===== config.mk =====
export PLATFORM = sky130hd
export DESIGN_NAME = exec_mem_pipe_reg_flat
export DESIGN_NICKNAME = d
export VERILOG_FILES = /design/src/rtl/y86_pkg.sv /design/src/rtl/exec_mem_pipe_reg_if.sv /design/src/rtl/cc_reg.sv /design/src/rtl/exec_mem_pipe_reg.sv /design/src/flat_wrapper.sv
export SDC_FILE = /design/constraint.sdc
export NUM_CORES = 1
export LEC_CHECK = 0
export ABC_CLOCK_PERIOD_IN_PS = 2000
export BUFFER_PORTS_ARGS = -buffer_cell sky130_fd_sc_hd__buf_2
export CAP_MARGIN = 30
export CORE_MARGIN = 2
export CORE_UTILIZATION = 30
export DETAILED_ROUTE_END_ITERATION = 7
export HOLD_SLACK_MARGIN = 0.02
export PLACE_DENSITY = 0.61
export SETUP_SLACK_MARGIN = 0.4
export SLEW_MARGIN = 20
export SYNTH_ARGS = -nofsm -noshare
export SYNTH_HDL_FRONTEND = slang
export SYNTH_HIERARCHICAL = 1
export SYNTH_SLANG_ARGS = --single-unit

===== constraint.sdc =====
create_clock -name clk -period 2 [get_ports clk]
set_input_delay 0.3 -clock clk [delete_from_list [all_inputs] [get_ports clk]]
set_output_delay 0.3 -clock clk [all_outputs]
set_load 0.1 [all_outputs]

===== src/rtl/y86_pkg.sv =====
// Shared Y86-64 constants: instruction codes, status codes, register ids
// and the exception-status helper used by the pipeline registers.
package y86_pkg;

  localparam int WORD_W = 64;
  localparam int STAT_W = 3;

  typedef enum logic [3:0] {
    HALT   = 4'h0,
    NOP    = 4'h1,
    RRMOVQ = 4'h2,
    IRMOVQ = 4'h3,
    RMMOVQ = 4'h4,
    MRMOVQ = 4'h5,
    OPQ    = 4'h6,
    JXX    = 4'h7,
    CALL   = 4'h8,
    RET    = 4'h9,
    PUSHQ  = 4'hA,
    POPQ   = 4'hB
  } icode_t;

  typedef enum logic [STAT_W-1:0] {
    AOK = 3'd1,
    HLT = 3'd2,
    ADR = 3'd3,
    INS = 3'd4
  } stat_t;

  localparam logic [3:0] REG_NONE = 4'hF;

  // Any of these statuses means the program has stopped architecturally.
  function automatic logic is_exc(input logic [STAT_W-1:0] stat);
    return (stat == HLT) || (stat == ADR) || (stat == INS);
  endfunction

endpackage


===== src/rtl/exec_mem_pipe_reg_if.sv =====
// Execute-to-memory boundary bundle: execute results, ALU flags, stage
// control and the registered M-stage view plus condition codes.
interface exec_mem_pipe_reg_if #(
  parameter int WORD_W = y86_pkg::WORD_W,
  parameter int STAT_W = y86_pkg::STAT_W
);
  logic              m_stall;
  logic              m_bubble;
  logic [STAT_W-1:0] e_stat;
  logic [3:0]        e_icode;
  logic              e_cnd;
  logic [WORD_W-1:0] e_valE;
  logic [WORD_W-1:0] e_valA;
  logic [3:0]        e_dstE;
  logic [3:0]        e_dstM;
  logic              alu_zf;
  logic              alu_sf;
  logic              alu_of;
  logic [STAT_W-1:0] m_stat_in;
  logic [STAT_W-1:0] w_stat;
  logic [2:0]        cc_out;
  logic [STAT_W-1:0] M_stat;
  logic [3:0]        M_icode;
  logic              M_cnd;
  logic [WORD_W-1:0] M_valE;
  logic [WORD_W-1:0] M_valA;
  logic [3:0]        M_dstE;
  logic [3:0]        M_dstM;

  modport master (
    output m_stall, m_bubble, e_stat, e_icode, e_cnd, e_valE, e_valA,
           e_dstE, e_dstM, alu_zf, alu_sf, alu_of, m_stat_in, w_stat,
    input  cc_out, M_stat, M_icode, M_cnd, M_valE, M_valA, M_dstE, M_dstM
  );

  modport slave (
    input  m_stall, m_bubble, e_stat, e_icode, e_cnd, e_valE, e_valA,
           e_dstE, e_dstM, alu_zf, alu_sf, alu_of, m_stat_in, w_stat,
    output cc_out, M_stat, M_icode, M_cnd, M_valE, M_valA, M_dstE, M_dstM
  );
endinterface


===== src/rtl/cc_reg.sv =====
// Architectural condition-code register {OF,SF,ZF}; resets to ZF=1.
module cc_reg (
  input  logic       clk,
  input  logic       reset,
  input  logic       i_set_cc,
  input  logic [2:0] i_flags,
  output logic [2:0] o_cc
);
  logic [2:0] r_cc;

  always_ff @(posedge clk) begin
    if (reset) begin
      r_cc <= 3'b001;
    end else if (i_set_cc) begin
      r_cc <= i_flags;
    end
  end

  assign o_cc = r_cc;
endmodule


===== src/rtl/exec_mem_pipe_reg.sv =====
// E->M pipeline register of the PIPE core with stall/bubble control; also
// owns the condition codes that execute reads back.
module exec_mem_pipe_reg
  import y86_pkg::*;
(
  input logic              clk,
  input logic              reset,
  exec_mem_pipe_reg_if.slave bus
);
  logic [STAT_W-1:0] r_stat;
  logic [3:0]        r_icode;
  logic              r_cnd;
  logic [WORD_W-1:0] r_valE;
  logic [WORD_W-1:0] r_valA;
  logic [3:0]        r_dstE;
  logic [3:0]        r_dstM;
  logic              w_set_cc;

  always_ff @(posedge clk) begin
    if (reset || (bus.m_bubble && !bus.m_stall)) begin
      r_stat  <= AOK;
      r_icode <= NOP;
      r_cnd   <= 1'b0;
      r_valE  <= '0;
      r_valA  <= '0;
      r_dstE  <= REG_NONE;
      r_dstM  <= REG_NONE;
    end else if (!bus.m_stall) begin
      r_stat  <= bus.e_stat;
      r_icode <= bus.e_icode;
      r_cnd   <= bus.e_cnd;
      r_valE  <= bus.e_valE;
      r_valA  <= bus.e_valA;
      r_dstE  <= bus.e_dstE;
      r_dstM  <= bus.e_dstM;
    end
  end

  // A bubble only empties M; the OPq is still in execute, so it may set flags.
  assign w_set_cc = (bus.e_icode == OPQ) && !bus.m_stall && (bus.e_stat == AOK) &&
                    !is_exc(bus.m_stat_in) && !is_exc(bus.w_stat);

  cc_reg u_cc_reg (
    .clk      (clk),
    .reset    (reset),
    .i_set_cc (w_set_cc),
    .i_flags  ({bus.alu_of, bus.alu_sf, bus.alu_zf}),
    .o_cc     (bus.cc_out)
  );

  assign bus.M_stat  = r_stat;
  assign bus.M_icode = r_icode;
  assign bus.M_cnd   = r_cnd;
  assign bus.M_valE  = r_valE;
  assign bus.M_valA  = r_valA;
  assign bus.M_dstE  = r_dstE;
  assign bus.M_dstM  = r_dstM;
endmodule

===== src/flat_wrapper.sv =====
// flat-port wrapper written by rule: the top's interface ports become plain ports
module exec_mem_pipe_reg_flat import y86_pkg::*;
  (clk, reset, bus_m_stall, bus_m_bubble, bus_e_stat, bus_e_icode, bus_e_cnd, bus_e_valE, bus_e_valA, bus_e_dstE, bus_e_dstM, bus_alu_zf, bus_alu_sf, bus_alu_of, bus_m_stat_in, bus_w_stat, bus_cc_out, bus_M_stat, bus_M_icode, bus_M_cnd, bus_M_valE, bus_M_valA, bus_M_dstE, bus_M_dstM);
  exec_mem_pipe_reg_if bus_i ();
  input logic clk;
  input logic reset;
  input wire logic [$bits(bus_i.m_stall)-1:0] bus_m_stall;
  input wire logic [$bits(bus_i.m_bubble)-1:0] bus_m_bubble;
  input wire logic [$bits(bus_i.e_stat)-1:0] bus_e_stat;
  input wire logic [$bits(bus_i.e_icode)-1:0] bus_e_icode;
  input wire logic [$bits(bus_i.e_cnd)-1:0] bus_e_cnd;
  input wire logic [$bits(bus_i.e_valE)-1:0] bus_e_valE;
  input wire logic [$bits(bus_i.e_valA)-1:0] bus_e_valA;
  input wire logic [$bits(bus_i.e_dstE)-1:0] bus_e_dstE;
  input wire logic [$bits(bus_i.e_dstM)-1:0] bus_e_dstM;
  input wire logic [$bits(bus_i.alu_zf)-1:0] bus_alu_zf;
  input wire logic [$bits(bus_i.alu_sf)-1:0] bus_alu_sf;
  input wire logic [$bits(bus_i.alu_of)-1:0] bus_alu_of;
  input wire logic [$bits(bus_i.m_stat_in)-1:0] bus_m_stat_in;
  input wire logic [$bits(bus_i.w_stat)-1:0] bus_w_stat;
  output wire logic [$bits(bus_i.cc_out)-1:0] bus_cc_out;
  output wire logic [$bits(bus_i.M_stat)-1:0] bus_M_stat;
  output wire logic [$bits(bus_i.M_icode)-1:0] bus_M_icode;
  output wire logic [$bits(bus_i.M_cnd)-1:0] bus_M_cnd;
  output wire logic [$bits(bus_i.M_valE)-1:0] bus_M_valE;
  output wire logic [$bits(bus_i.M_valA)-1:0] bus_M_valA;
  output wire logic [$bits(bus_i.M_dstE)-1:0] bus_M_dstE;
  output wire logic [$bits(bus_i.M_dstM)-1:0] bus_M_dstM;
  assign bus_i.m_stall = bus_m_stall;
  assign bus_i.m_bubble = bus_m_bubble;
  assign bus_i.e_stat = bus_e_stat;
  assign bus_i.e_icode = bus_e_icode;
  assign bus_i.e_cnd = bus_e_cnd;
  assign bus_i.e_valE = bus_e_valE;
  assign bus_i.e_valA = bus_e_valA;
  assign bus_i.e_dstE = bus_e_dstE;
  assign bus_i.e_dstM = bus_e_dstM;
  assign bus_i.alu_zf = bus_alu_zf;
  assign bus_i.alu_sf = bus_alu_sf;
  assign bus_i.alu_of = bus_alu_of;
  assign bus_i.m_stat_in = bus_m_stat_in;
  assign bus_i.w_stat = bus_w_stat;
  assign bus_cc_out = bus_i.cc_out;
  assign bus_M_stat = bus_i.M_stat;
  assign bus_M_icode = bus_i.M_icode;
  assign bus_M_cnd = bus_i.M_cnd;
  assign bus_M_valE = bus_i.M_valE;
  assign bus_M_valA = bus_i.M_valA;
  assign bus_M_dstE = bus_i.M_dstE;
  assign bus_M_dstM = bus_i.M_dstM;
  exec_mem_pipe_reg u_core (.clk(clk), .reset(reset), .bus(bus_i));
endmodule

==> results.md, run 1 <==
* VDD IR max at a little over 0.5 mV
* CP cell instances: buf_2
* Die height at 135.9 um
* Antenna diodes at 0
* Chip width at around 140 um
* Yosys reg bits at roughly 150
* Critical path's top delay family: buffers and inverters
* Placer congestion estimate at slightly above 0.7
* CTS tree: yes
* Die area at between 15000 and 20000 sq um
* Worst Hold End: u_core/u_cc_reg/o_cc[0]
* Maxcap violations at 0
* Syn_nets at 640
* Post-synth top area share at 0.5639
* Fill cells at 1722
* Share of layout cells above drive strength 1 at 0.4354
* WP buf/inv at 1
* DRT antenna net count at 0
* Clock Path Buffers at 2
* Worst Hold Depth at 2
* Area contributors post-synth: dfxtp_1 56%, mux2i_1 28%, nor2_1 9.8%
* Slowest cell on the critical path: buf_2
* RSZ-0062 raised after global routing: false
* Drt wl/cell at 13.22 um
* Slew Limit Fails at 0
* Initial Util at 0.3038
* Initial antenna violation count at 0
* Post-Route WL at roughly 14000 um
* Post-synth top area cell: dfxtp_1
* R2R Path End: u_core/u_cc_reg/o_cc[0]
* Post-synth EDFFs at 0
* Ys Warns at 6
* Post-synth cell types at 19
* Final hold vios at 0
* Status: complete, no violations
* Critical path type: reg2out
* Vias in the first global route at just over 4k
* Worst hold start: bus_alu_zf
* Fmax at approximately 0.66 GHz
* Netlist Area Pre-Place at between 5000 and 6000 sq um
* Global-route usage over all layers at 0.1425
* Synth-to-Final Area Change at 45.86%
* Clock transition at path regs at around 0.06 ns
* Launching point of the worst reg2reg path: u_core/u_cc_reg/o_cc[0]
* Clock Skew at 0 ns
* Vias at 4335
* Period minus WS final at about 1.5 ns
* Area after DPL at 7004 sq um
* Clk root buf: clkbuf_16
* Leak at ~4 nW
* DRC Markers at 0
* Setup TNS at 0 ns
* DRT iter0 DRCs at between 100 and 150
* Most used DFF post-synth: dfxtp_1
* First-pass GRT wire length at between 20000 and 25000 um
* TritonCTS Buffers at 17
* Vias per cell at 4.242
* Most common cell after layout, fill and taps aside: buf_2
* Row Count at 48
* Critical Path Start Type: flip-flop
* Worst-Skew Late Latency at approximately 0.4 ns
* R2R setup slack at between 1 and 1.5 ns
* Synth Instances at 483
* Core Footprint at around 17000 sq um
* Reg2Reg Depth at 2
* Finished layout cell area at 7612 sq um
* Global route overflow at 0
* Mean Syn Cell Area at around 11 sq um
* Final #Nets at between 900 and 1k
* Commonest cells after routing, fill and taps aside: 302 x buf_2, 147 x mux2i_1, 147 x dfxtp_1
* Power per Cell Area at 1070 nW/um^2
* Slew HR at 0.6239
* Fraction of registers with async set/reset at 0
* I/O pin count at about 300
* Port bufs at just over 300
* DR pass1 iterations at 4
* Worst endpoint data arrival time at ~1.2 ns
* H-tree levels at 4
* Sink Count at 147
* Seq/Total Area, Yosys at 0.5639
* Setup violations, final at 0
* Crit share post-route at 0.7535
* Worst-margin pin slew at ~0.56 ns
* Largest net degree at the start of global routing at 75
* Hold Path Class: in2reg
* Crit Path Max Fanout at 2
* CP max stage delay at ~0.44 ns
* Worst endpoint required time at around 1.7 ns
* Crit end category: output pin
* HPWL after detailed placement at slightly below 10000 um
## registers in the layout (all words and copies together), names as in the netlist
signal and count:
u_core/u_cc_reg/o_cc 3, u_core/bus.M_valA 64, u_core/bus.M_cnd 1, u_core/bus.M_stat 3, u_core/bus.M_dstM 4, u_core/bus.M_icode 4, u_core/bus.M_valE 64, u_core/bus.M_dstE 4
## logic make-up (layout without fill, tap and decap cells)
group / Yosys count / count (layout) / share of synthesized area
buffers and inverters: 33 / 347 / 0.03500
DFF: 147 / 147 / 0.5639
and+or+nand+nor: 152 / 152 / 0.1141
AOI/OAI and AO/OA: 4 / 4 / 0.005034
muxes: 147 / 147 / 0.2819
## power breakdown
part | leakage (nW) | internal, mW | total (mW) | switching [mW]
Clock | 0.282 | 1.93 | 3.22 | 1.29
Combinational | 2.54 | 0.397 | 1.78 | 1.38
Sequential | 1.21 | 3.07 | 3.14 | 0.0666
## synthesized netlist by cell type, drive strengths merged, types with 2 or more instances
library cell	n
dfxtp	147
mux2i	147
nor2	136
buf	30
nand2	10
inv	2
nor4	2
## what timing repair did
item	4_1_cts	5_1_grt
setup endpoints to repair	0	1
hold buffers	0	0
buffers inserted	0	0
resized for setup	0	1
## through the flow
step           instances  total power [mW]  setup slack [ns]    util  hold slack (ns)
2_1_floorplan        483             4.609            0.4011       -           0.3724
3_3_place_gp         990             4.983          0.009898  0.4078           0.4543
3_5_place_dp         990             4.995           0.04375  0.4078           0.4584
4_1_cts             1022             8.258            0.4499  0.4428          0.07128
5_1_grt             1022             8.476            0.4365  0.4432          0.06971
6_report            1022             8.143            0.4930  0.4432          0.09917
## worst max path at each step
stage	startpoint	slack [ns]	endpoint	depth (start not counted)
after CTS	u_core/bus.M_valE[30]	0.45	bus_M_valE[30]	1
after global placement	bus_e_icode[0]	0.01	u_core/u_cc_reg/o_cc[0]	7
final	u_core/bus.M_valE[30]	0.49	bus_M_valE[30]	1
after floorplan	bus_m_stall	0.40	u_core/u_cc_reg/o_cc[0]	7
after detailed placement	bus_e_icode[3]	0.04	u_core/u_cc_reg/o_cc[0]	7
after global routing	u_core/bus.M_valA[42]	0.44	bus_M_valA[42]	1
## metal layers
metal	wire length, um	vias up	track usage
li1	-	2208	-
met1	5645	1931	0.1594
met2	6354	185	0.2433
met3	1320	11	0.05817
met4	190	0	0.05266
met5	0	-	0
## final cells by class
class | count | area (sq um) | area share
clock buffers | 20 | 456.7 | 0.05999
clock inverters | 12 | 145.1 | 0.01907
inverters | 2 | 7.507 | 0.0009862
multi-input cells | 303 | 2116 | 0.2779
flip-flops and latches | 147 | 2943 | 0.3866
well taps | 225 | 281.5 | 0.03698
repair buffers | 313 | 1663 | 0.2184
(Power assumes the default switching activity.)
==> inputs of run 2 (changes only) <==
--- a/config.mk
+++ b/config.mk
@@ -5,14 +5,14 @@
 export SDC_FILE = /design/constraint.sdc
 export NUM_CORES = 1
 export LEC_CHECK = 0
-export ABC_CLOCK_PERIOD_IN_PS = 2000
+export ABC_CLOCK_PERIOD_IN_PS = 1250
 export BUFFER_PORTS_ARGS = -buffer_cell sky130_fd_sc_hd__buf_2
 export CAP_MARGIN = 30
 export CORE_MARGIN = 2
 export CORE_UTILIZATION = 30
 export DETAILED_ROUTE_END_ITERATION = 7
 export HOLD_SLACK_MARGIN = 0.02
-export PLACE_DENSITY = 0.61
+export PLACE_DENSITY = 0.63
 export SETUP_SLACK_MARGIN = 0.4
 export SLEW_MARGIN = 20
 export SYNTH_ARGS = -nofsm -noshare
==> constraint.sdc (replaced) <==
create_clock -name clk -period 1.25 [get_ports clk]
set_input_delay 0.1875 -clock clk [delete_from_list [all_inputs] [get_ports clk]]
set_output_delay 0.1875 -clock clk [all_outputs]
set_load 0.1 [all_outputs]
==> results.md, run 2 (synthesis results as in run 1) <==
* Clock Path Buffers at 2
* Status: complete, no violations
* Setup violations, final at 0
* Wl on met1 at 7316 um
* Initial Util at 0.3038
* Port bufs at a little over 300
* Leak at about 5.3 nW
* R2R Path End: u_core/bus.M_valE[59]
* Flop pwr share at 0.357
* Area after DPL at about 8600 sq um
* Vias in the first global route at 5605
* HPWL after detailed placement at about 11000 um
* Worst endpoint data arrival time at approximately 1.5 ns
* Crit share post-route at 0.9604
* Critical path's top delay family: simple AND/OR/NAND/NOR gates
* Slowest cell on the critical path: nor4_4
* Fmax at 0.8329 GHz
* Slew HR at 0.5605
* Critical Path Start Type: input pin
* Share of layout cells above drive strength 1 at 0.5422
* TritonCTS Buffers at 17
* Core Footprint at approximately 17000 sq um
* Vias per cell at between 4 and 5
* Top Layer Used: met4
* Post-Route WL at about 20000 um
* Clock transition at path regs at about 0.060 ns
* Hold Path Class: in2reg
* Clock Skew at 0 ns
* Launching point of the worst reg2reg path: u_core/bus.M_valE[59]
* CP cell instances: buf_2 -> nor4_4 -> o21ai_2 -> nor4_4 -> nor2b_1 -> a211o_1
* P_int at between 9 and 10 mW
* First-pass GRT wire length at just under 30000 um
* DRC Markers at 0
* Finished layout cell area at between 10000 and 15000 sq um
* Global-route usage over all layers at 0.2054
* Clk network pwr share at 0.360
* Die height at 135.9 um
* H-tree levels at 4
* Final hold vios at 0
* Cell total after placement at around 1000
* Crit Path Max Fanout at 4
* Setup TNS at 0 ns
* Critical path type: in2reg
* Chip width at 135.9 um
* DR pass1 iterations at 5
* Row Count at 48
* Antenna diodes at 0
* VDD IR max at around 0.83 mV
* I/O pin count at 304
* RSZ-0062 raised after global routing: true
* Period minus WS final at roughly 1.2 ns
* Total chip power at approximately 14 mW
* Sw Pwr at between 4 and 5 mW
* Most common cell after layout, fill and taps aside: buf_12
* Clk root buf: clkbuf_16
* Switching Share at 0.3259
* Worst endpoint required time at about 1.6 ns
* Worst Hold End: u_core/bus.M_valA[27]
* Worst hold start: bus_e_valA[27]
* CP max stage delay at 0.42 ns
* CP most frequent cell: nor4_4
* R2R setup slack at around 0.42 ns
* DRT antenna net count at 0
* Reg2Reg Depth at 3
* Largest net degree at the start of global routing at 50
* Vias at around 5.2k
* Maxcap violations at 0
* Worst-Skew Late Latency at just over 0.4 ns
* Sink Count at 147
* Worst-margin pin slew at about 0.66 ns
* Global route overflow at 0
* CTS tree: yes
* Placer congestion estimate at approximately 0.75
* Comb power frac at 0.283
* WP buf/inv at 1
* Initial antenna violation count at 0
* DR WL met3 at 1596 um
* Commonest cells after routing, fill and taps aside: 155 x buf_12, 154 x buf_2, 147 x mux2i_1
* Power per Cell Area at between 1000 and 1500 nW/um^2
* DRT iter0 DRCs at 130
* Met2 wire len at a little over 10000 um
* Final cell count without fillers at ~1.2k
* Crit end category: flip-flop
* Final #Nets at around 1.1k
* Slew Limit Fails at 0
* Worst Hold Depth at 3
* Die area at 18470 sq um
* Drt wl/cell at approximately 17 um
* Synth-to-Final Area Change at 124.2%
[run 2: cell count changes in the layout (fill, tap and decap cells not counted), moves of 2 or more]
cell / previous run / this run
buf_12: 5 / 155
dfxtp_4: 0 / 99
clkbuf_16: 17 / 19
dlygate4sd3_1: 0 / 127
inv_4: 0 / 4
clkinvlp_4: 4 / 1
inv_6: 3 / 1
clkinv_2: 0 / 3
buf_2: 302 / 154
buf_4: 5 / 14
dfxtp_1: 147 / 0
dfxtp_2: 0 / 48
clkbuf_8: 3 / 1
[run 2: worst max path at each step]
stage	start	to	slack (ns)	cells after the start
after floorplan	bus_m_stall	u_core/u_cc_reg/o_cc[0]	-0.23	7
after global placement	bus_e_icode[0]	u_core/u_cc_reg/o_cc[0]	-0.37	6
after detailed placement	bus_e_icode[0]	u_core/u_cc_reg/o_cc[0]	-0.38	6
after CTS	u_core/u_cc_reg/o_cc[2]	bus_cc_out[2]	0.09	1
after global routing	bus_e_icode[3]	u_core/u_cc_reg/o_cc[1]	-0.01	6
final	bus_e_icode[3]	u_core/u_cc_reg/o_cc[0]	0.05	6
[run 2: metal layers]
| metal | track usage | vias up |
|---|---|---|
| met5 | 0 | - |
| met4 | 0.07928 | 0 |
| met3 | 0.07383 | 40 |
| met2 | 0.3743 | 226 |
| met1 | 0.2153 | 2405 |
| li1 | - | 2496 |
[run 2: worst reg2reg max path: cells and delay by family, from the launching register on]
kind          cells  cell delay (ns)
mux               1             0.16
flops             1             0.35
buf+inv           1             0.13
simple gates      1             0.08
[run 2: area by class of cell]
type                            instances  area, sq um
Inverter                                2        7.507
Multi-Input combinational cell        303         2128
Sequential cell                       147         3374
Tap cell                              225        281.5
Clock buffer                           20        467.9
Fill cell                            1144         5478
Clock inverter                         12        125.1
Timing Repair Buffer                  453         5314
[run 2: metrics by stage]
step	hold WS, ns	utilization	worst slack [ns]
floorplan	0.2468	-	-0.2335
global route	0.02986	0.6811	-0.01322
global placement	0.3906	0.5012	-0.3702
finish	0.03384	0.6811	0.04944
detailed placement	0.3985	0.5012	-0.3840
CTS	0.02136	0.6748	0.09338
[run 2: power groups by stage]
| stage | clock (mW) | sequential (mW) | combinational, mW |
|---|---|---|---|
| 2_1_floorplan | 0 | 6.75 | 0.592 |
| 5_1_grt | 5.50 | 5.12 | 4.18 |
| 6_report | 5.14 | 5.09 | 4.04 |
| 3_5_place_dp | 0 | 5.12 | 3.26 |
| 3_3_place_gp | 0 | 5.11 | 3.25 |
| 4_1_cts | 5.28 | 5.09 | 3.95 |
[run 2: repair_timing]
action,in CTS,in global routing
hold endpoints to repair,126,0
buffers inserted,2,5
pin swaps,2,4
hold buffers,127,0
gates resized for setup,294,11
setup endpoints to repair,150,241
cloned,0,1
